==> src/rtl/pwm_ult_pkg.sv <==
// ============================================================================
// Module   : pwm_ult_pkg
// Purpose  : Shared defaults and the shadow load record for the pwm_ult PWM.
// Revision : 1.0 - initial release
// ============================================================================
`default_nettype none

package pwm_ult_pkg;

   localparam int unsigned c_WIDTH        = 8;
   localparam int unsigned c_PERIOD_RESET = 255;

   // Record fields are sized for the widest supported WIDTH and cast down on use.
   localparam int unsigned c_REC_WIDTH    = 32;

   typedef struct packed {
      logic [c_REC_WIDTH-1:0] duty;
      logic [c_REC_WIDTH-1:0] period;
   } load_rec_t;

endpackage

`default_nettype wire

==> src/rtl/ult_cmp.sv <==
// ============================================================================
// Module   : ult_cmp
// Purpose  : Unsigned A < B built as A + ~B + 1; LT is the inverted carry-out.
// Revision : 1.0 - initial release
// ============================================================================
`default_nettype none

module ult_cmp #(
   parameter int unsigned WIDTH = 8
) (
   input  logic [WIDTH-1:0] A,
   input  logic [WIDTH-1:0] B,
   output logic             LT
);

   logic [WIDTH:0] w_carry;

   assign w_carry[0] = 1'b1;

   // Only the carries are kept, so this maps onto a single carry chain.
   for (genvar i = 0; i < WIDTH; i++) begin : g_chain
      assign w_carry[i+1] = (A[i] & ~B[i]) | ((A[i] ^ ~B[i]) & w_carry[i]);
   end

   assign LT = ~w_carry[WIDTH];

endmodule

`default_nettype wire

==> src/rtl/pwm_ult.sv <==
// ============================================================================
// Module   : pwm_ult
// Purpose  : Registered PWM generator with a shadowed valid/ready load port.
//            Optional macro PWM_ULT_WRAP_PULSE_EN adds the WRAP_O pulse output.
// Revision : 1.0 - initial release
// ============================================================================
`default_nettype none

module pwm_ult
   import pwm_ult_pkg::*;
#(
   parameter int unsigned WIDTH        = c_WIDTH,
   parameter int unsigned PERIOD_RESET = c_PERIOD_RESET
) (
   input  logic             CLK,
   input  logic             RESETN,
   input  logic             CE,
   input  logic [WIDTH-1:0] DUTY_I,
   input  logic [WIDTH-1:0] PERIOD_I,
   input  logic             LOAD_VALID,
   output logic             LOAD_READY,
   output logic [WIDTH-1:0] CNT_O,
   output logic             PWM_O
`ifdef PWM_ULT_WRAP_PULSE_EN
   ,
   output logic             WRAP_O
`endif
);

   logic [WIDTH-1:0] cnt_q, cnt_d;
   logic [WIDTH-1:0] duty_q, duty_d;
   logic [WIDTH-1:0] period_q, period_d;
   load_rec_t        shadow_q, shadow_d;
   logic             shadow_vld_q, shadow_vld_d;
   logic             pwm_q;
   logic             w_wrap;
   logic             w_fire;
   logic             w_lt;

   assign w_wrap = (cnt_q == period_q);
   assign w_fire = LOAD_VALID & ~shadow_vld_q;

   always_comb begin
      cnt_d        = cnt_q;
      duty_d       = duty_q;
      period_d     = period_q;
      shadow_d     = shadow_q;
      shadow_vld_d = shadow_vld_q;
      if (CE && w_wrap) begin
         cnt_d = '0;
         if (shadow_vld_q) begin
            duty_d       = WIDTH'(shadow_q.duty);
            period_d     = WIDTH'(shadow_q.period);
            shadow_vld_d = 1'b0;
         end else if (w_fire) begin
            // A pair arriving exactly at the wrap bypasses the shadow.
            duty_d   = DUTY_I;
            period_d = PERIOD_I;
         end
      end else begin
         if (CE) begin
            cnt_d = cnt_q + WIDTH'(1);
         end
         if (w_fire) begin
            shadow_d.duty   = c_REC_WIDTH'(DUTY_I);
            shadow_d.period = c_REC_WIDTH'(PERIOD_I);
            shadow_vld_d    = 1'b1;
         end
      end
   end

   // Compare on next-state values so PWM_O stays aligned with CNT_O.
   ult_cmp #(.WIDTH(WIDTH)) u_cmp (
      .A  (cnt_d),
      .B  (duty_d),
      .LT (w_lt)
   );

   always_ff @(posedge CLK or negedge RESETN) begin
      if (!RESETN) begin
         cnt_q        <= '0;
         duty_q       <= '0;
         period_q     <= WIDTH'(PERIOD_RESET);
         shadow_q     <= '0;
         shadow_vld_q <= 1'b0;
         pwm_q        <= 1'b0;
      end else begin
         cnt_q        <= cnt_d;
         duty_q       <= duty_d;
         period_q     <= period_d;
         shadow_q     <= shadow_d;
         shadow_vld_q <= shadow_vld_d;
         pwm_q        <= w_lt;
      end
   end

   assign LOAD_READY = ~shadow_vld_q;
   assign CNT_O      = cnt_q;
   assign PWM_O      = pwm_q;

`ifdef PWM_ULT_WRAP_PULSE_EN
   logic wrap_q;

   always_ff @(posedge CLK or negedge RESETN) begin
      if (!RESETN) begin
         wrap_q <= 1'b0;
      end else begin
         wrap_q <= CE & w_wrap;
      end
   end

   assign WRAP_O = wrap_q;
`endif

endmodule

`default_nettype wire

==> config.mk <==
export PLATFORM = sky130hd
export DESIGN_NAME = pwm_ult
export DESIGN_NICKNAME = d
export VERILOG_FILES = /design/src/rtl/pwm_ult_pkg.sv /design/src/rtl/ult_cmp.sv /design/src/rtl/pwm_ult.sv
export SDC_FILE = /design/constraint.sdc
export NUM_CORES = 1
export LEC_CHECK = 0
export ABC_AREA = 0
export ABC_CLOCK_PERIOD_IN_PS = 3600
export BUFFER_PORTS_ARGS = -buffer_cell sky130_fd_sc_hd__buf_2
export CAP_MARGIN = 20
export CORE_MARGIN = 2
export CORE_UTILIZATION = 40
export CTS_CLUSTER_DIAMETER = 60
export DETAILED_ROUTE_END_ITERATION = 12
export SETUP_SLACK_MARGIN = 0.02
export SLEW_MARGIN = 20
export SYNTH_ARGS = -nofsm -noshare
export SYNTH_HDL_FRONTEND = slang
export SYNTH_SLANG_ARGS = --single-unit
==> constraint.sdc <==
create_clock -name CLK -period 3.6 [get_ports CLK]
set_input_delay 0.54 -clock CLK [delete_from_list [all_inputs] [get_ports CLK]]
set_output_delay 0.54 -clock CLK [all_outputs]
set_load 0.005 [all_outputs]
# Yosys cells after proc, flatten, opt, wreduce, memory -nomap -nowiden
# Cells that the tools add are included.
totals:
  output_inout_bits: 10
  regBits: 42
  wordCells: 66
classes:
  reduce_logical: 5
  n_mux: 9
  eq_ne: 1
  add_sub_neg: 1
  bitwise: 43
op_table:
  columns: ["operator", "count"]
  rows:
  - ["$mux 8", 7]
  - ["$and 1x1->1", 16]
  - ["$not 1->1", 11]
  - ["$add 8x1->8 const B", 1]
  - ["$eq 8x8->1", 1]
  - ["$or 1x1->1", 8]
  - ["$xor 1x1->1", 8]
  - ["$reduce_and 2->1", 2]
  - ["$reduce_bool 2->1", 2]
  - ["$mux 1", 2]
  - ["$logic_and 1x1->1", 1]

# Logic depth before layout (Yosys ltp)
depth:
  word_depth: 23
  ltp_mapped: 12
  ltp_nobuf: 11

# Cells and area by module
# A second synthesis with hierarchy kept.
unflattened:
  hier_cells: 204
  area_unflattened_um2: 2205.9
by_module_without_submodules:
  columns: ["module", "n_inst", "cells_per_inst", "area_each_um2", "seq_area_each_um2"]
  rows:
  - ["pwm_ult", 1, 182, 2031.9, 1061.0]
  - ["ult_cmp", 1, 22, 173.9, 0.0]

# Worst setup path before layout
# No wires, ideal clock.
synth_timing:
  path_type: "reg2reg"
  startpoint: "reg period_q[1]"
  endpoint: "reg pwm_q (netlist: PWM_O)"
  t_required_ns: 3.505
  arrival_ns: 2.640
  setup_time_ns: 0.095
  path_stages_with_launch: 11
  path_slack_ns: 0.865
  n_path_buf: 0
  path_cell_list: "dfstp_2 xnor2_1 nand4_2 nor4_4 a22oi_2 o21a_1 ha_1 a21oi_1 o21ai_0 or3_1 o31ai_1"
synth_via:
  elab_chain_cells: 21
synth_lines:
  columns: ["item", "line_no", "text"]
  rows:
  - ["from (decl)", "pwm_ult.sv:32", "logic [WIDTH-1:0] period_q, period_d;"]
  - ["from (signal assigned)", "pwm_ult.sv:83", "period_q <= WIDTH'(PERIOD_RESET);"]
  - ["from (signal assigned)", "pwm_ult.sv:90", "period_q <= period_d;"]
  - ["$eq 8x8->1 *", "pwm_ult.sv:40", "assign w_wrap = (cnt_q == period_q);"]
  - ["$logic_and 1x1->1 *", "pwm_ult.sv:49", "if (CE && w_wrap) begin"]
  - ["$mux 8", "pwm_ult.sv:49", null]
  - ["$not 1->1", "ult_cmp.sv:22", "assign w_carry[i+1] = (A[i] & ~B[i]) | ((A[i] ^ ~B[i]) & w_carry[i]);"]
  - ["$and 1x1->1 / $xor 1x1->1 (equally long branches)", "ult_cmp.sv:22", null]
  - ["$or 1x1->1", "ult_cmp.sv:22", null]
  - ["$and 1x1->1", "ult_cmp.sv:22", null]
  - ["$or 1x1->1", "ult_cmp.sv:22", null]
  - ["(+6 left out)", null, null]
  - ["$and 1x1->1", "ult_cmp.sv:22", null]
  - ["$or 1x1->1", "ult_cmp.sv:22", null]
  - ["$and 1x1->1", "ult_cmp.sv:22", null]
  - ["$or 1x1->1", "ult_cmp.sv:22", null]
  - ["$and 1x1->1", "ult_cmp.sv:22", null]
  - ["$or 1x1->1 *", "ult_cmp.sv:22", null]
  - ["$not 1->1 *", "ult_cmp.sv:25", "assign LT = ~w_carry[WIDTH];"]
  - ["net u_cmp.LT", "ult_cmp.sv:13", "output logic LT"]
  - ["to (signal assigned)", "pwm_ult.sv:93", "pwm_q <= w_lt;"]
  - ["to (decl)", "pwm_ult.sv:35", "logic pwm_q;"]
# The timed path passes the listed nets; every way through them passes the cells marked *.
# A chain may end at the register's enable or synchronous reset.

# Final worst setup path
layout_timing:
  startpoint: "reg period_q[7]"
  endpoint: "reg pwm_q (netlist: PWM_O)"
# The elaborated chain is that of the path after synthesis.

==> results.py <==
metrics = {
    "cts": {
        "postCtsSetupBuffers": 0,
        "clock_sinks": 42,
        "cts_buffer_depth": 2,
        "clock_latency_ns": 0.30,
        "clkTransAtPathRegs_ns": 0.08,
        "cts_tree": "done",
        "numCtsBuffers": 5,
        "cts_resized": 0,
        "cts.htree.levels": 2,
        "root_buffer": "clkbuf_8",
        "holdBufCountCts": 0,
    },
    "synth": {
        "syn_area_sq_um": 2440,
        "synthCells": 216,
        "synth_nets": 244,
        "synth.area.top_cells": "dfrtp_1, dfstp_2, mux2_4",
        "synthMuxAreaShare_pct": 9.34,
        "synthFlopType": "dfrtp_1",
        "synth-edff-count": 0,
        "yosysTopAreaCell": "dfrtp_1",
        "yosys.cell_types.count": 43,
        "synthTopCellsByCount": "dfrtp_1, nor2_1, o21ai_0, a41oi_1, nor2b_1",
        "yosysSeqAreaShare_pct": 43.5,
        "synth_compound_area_share_pct": 18.2,
        "synth_most_common_cell": "dfrtp_1",
        "syn_avg_cell_area_sq_um": 11.3,
        "synthXorXnorAreaFrac_pct": 5.65,
        "ys_ff_latch": 42,
        "synth_async_sr_flop_share_pct": 100,
        "ys_warn_count": 0,
        "synthAdderAreaFrac_pct": 4.11,
        "synthSimpleGateAreaFrac_pct": 14.5,
        "synth_top_family_by_area": "compound AO/OA/AOI/OAI gates",
        "yosysTopAreaCellShare_pct": 34.9,
    },
    "setup_path": {
        "critPathLaunchType": "flip-flop",
        "critical-path-max-stage-delay_ns": 0.62,
        "endpoint": "PWM_O",
        "critical_path.max_fanout": 8,
        "worstRegToRegCells": 10,
        "worstReg2RegEnd": "PWM_O",
        "r2r-start": "period_q[7]",
        "cpMaxStageDelayCell": "nor4_4",
        "end_kind": "flip-flop",
        "r2r_slack_ns": 0.62,
        "cp-startpoint": "period_q[7]",
        "crit_type": "reg -> reg",
        "crit_chain": "xnor2_1, nand4_2, nor4_4, a22oi_2, o21a_1, ha_1, nor3_1, o21ai_0, or3_1, o31ai_1",
        "arrival_ns": 3.18,
        "required_ns": 3.80,
    },
    "timing": {
        "tns_ns": 0,
        "worst_clock_skew_ns": 0.00866,
        "hold_violations": 0,
        "slew_violations": 0,
        "post-route-period-util_pct": 82.8,
        "tightest_slew_ns": 0.945,
        "clock.fmax_mhz": 336,
        "final-setup-viol-count": 0,
        "slew_headroom_pct": 37.0,
        "min_period_ns": 2.98,
        "rsz0062_at_grt": "no",
    },
    "placed_design": {
        "port_buffers": 29,
        "place.detailed.hpwl_um": 3910,
        "globalplace.congestion": 0.749,
        "place_area_sq_um": 2640,
    },
    "power_and_ir_drop": {
        "peakVddDrop_mv": 0.326,
        "leakage_nw": 1.22,
        "power_density_nw_per_um2": 795,
    },
    "layout": {
        "drive_gt1_share_pct": 36.6,
        "fillers": 571,
        "layout.nets": 273,
        "final_cell_area_sq_um": 2730,
        "diodes": 0,
        "area_growth_syn_to_layout_pct": 12.0,
    },
    "floorplanning": {
        "ios": 30,
        "start_util_pct": 41.2,
        "die_h_um": 82.1,
        "die_area_sq_um": 6730,
        "design.core.area_sq_um": 5920,
        "num_rows": 28,
        "die_x_um": 82.1,
    },
    "grt": {
        "antenna_found_initial": 0,
        "grt_pass1_vias": 1774,
        "grt_max_degree": 43,
        "grt_usage_pct": 17.8,
        "grt_pass1_wl_um": 8940,
        "grt-ovfl-total": 0,
    },
    "route": {
        "viasPerCell": 5.51,
        "drc": 0,
        "drtPass1Iterations": 4,
        "final_antenna_net_count": 0,
        "drt_iter0_drc": 117,
        "wirelength_um": 5380,
        "route.vias.total": 1770,
        "wl_per_cell_um": 16.8,
    },
    "job": {
        "cap_violations": 0,
    },
    "run_status": {
        "outcome": "complete, no violations",
    },
    "hold_path": {
        "hold_class": "in -> async",
    },
}
registers in the layout, indices dropped and copies added, names as in the netlist:
register / flops
shadow_q: 16
CNT_O: 8
duty_q: 8
period_q: 8
PWM_O: 1
shadow_vld_q: 1
critical path, delay by kind of cell (launching register included):
family	cells	cell delay [ns]
AND/OR/NAND/NOR	4	1.33
AO/OA/AOI/OAI	4	0.64
flip-flops	1	0.56
adder cells (fa/ha/maj)	1	0.20
XOR/XNOR	1	0.16
logic make-up after synthesis:
logic type / after synthesis
multiplexers: 17
XOR/XNOR: 14
flip-flops: 42
AO/OA/AOI/OAI: 56
AND/OR/NAND/NOR: 57
adder cells (fa/ha/maj): 8
buffers and inverters: 22
cells in the final DEF (no fill, tap or decap), types with 2 or more instances in the layout:
| cell | instances |
|---|---|
| a21oi_1 | 2 |
| a22oi_1 | 5 |
| a22oi_2 | 7 |
| a31oi_1 | 5 |
| a41oi_1 | 11 |
| and3_1 | 2 |
| buf_2 | 29 |
| buf_4 | 5 |
| clkbuf_8 | 6 |
| dfrtp_1 | 34 |
| dfstp_2 | 8 |
| ha_1 | 8 |
| inv_1 | 10 |
| mux2_2 | 6 |
| mux2_4 | 10 |
| nand2_1 | 5 |
| nand2b_1 | 3 |
| nand3_1 | 3 |
| nand4_1 | 2 |
| nor2_1 | 16 |
| nor2b_1 | 11 |
| o21a_1 | 7 |
| o21ai_0 | 13 |
| o221a_2 | 5 |
| or2_2 | 5 |
| xnor2_1 | 7 |
| xnor2_2 | 2 |
| xor2_1 | 5 |
how the worst min path moves through the flow:
stage	start	depth (start not counted)	end
2_1_floorplan	RESETN	0	CNT_O[0]
3_3_place_gp	duty_q[0]	2	duty_q[0]
3_5_place_dp	duty_q[0]	2	duty_q[0]
4_1_cts	RESETN	1	duty_q[2]
5_1_grt	RESETN	1	shadow_q[2]
6_report	RESETN	1	CNT_O[2]
through the flow:
step	hold slack, ns	util [%]	setup WS [ns]	total power, mW	cells
after global placement	0.487	44.5	0.711	1.85	313
after detailed placement	0.486	44.5	0.623	1.87	313
after CTS	0.431	46.1	0.630	2.19	321
after floorplan	0.244	-	0.865	1.61	216
final	0.391	46.1	0.620	2.17	321
after global routing	0.456	46.1	0.298	2.35	321
area by class of cell:
| cell class | count | area, sq um | share of cell area (%) |
|---|---|---|---|
| multi-input cells | 152 | 1260 | 46.3 |
| flip-flops and latches | 42 | 1060 | 38.9 |
| repair buffers | 34 | 183 | 6.69 |
| well taps | 75 | 93.8 | 3.44 |
| clock buffers | 7 | 86.3 | 3.16 |
| inverters | 10 | 37.5 | 1.38 |
| clock inverters | 1 | 5.00 | 0.183 |
report_power, final:
part	internal [mW]	leakage, nW	switching, mW	total (mW)
combinational	0.499	0.668	0.453	0.952
clock	0.155	0.0482	0.165	0.319
sequential	0.711	0.500	0.188	0.899
total	1.36	1.22	0.805	2.17
routing by layer:
layer	GRT usage (%)	wire (um)	share of wire (%)	vias to the layer above
li1	-	-	-	850
met1	24.5	2480	46	883
met2	28.1	2610	48	29
met3	3.19	219	4.1	8
met4	6.50	80	1.5	0
met5	0	0	0	-
Power figures use the tool's default switching activity.
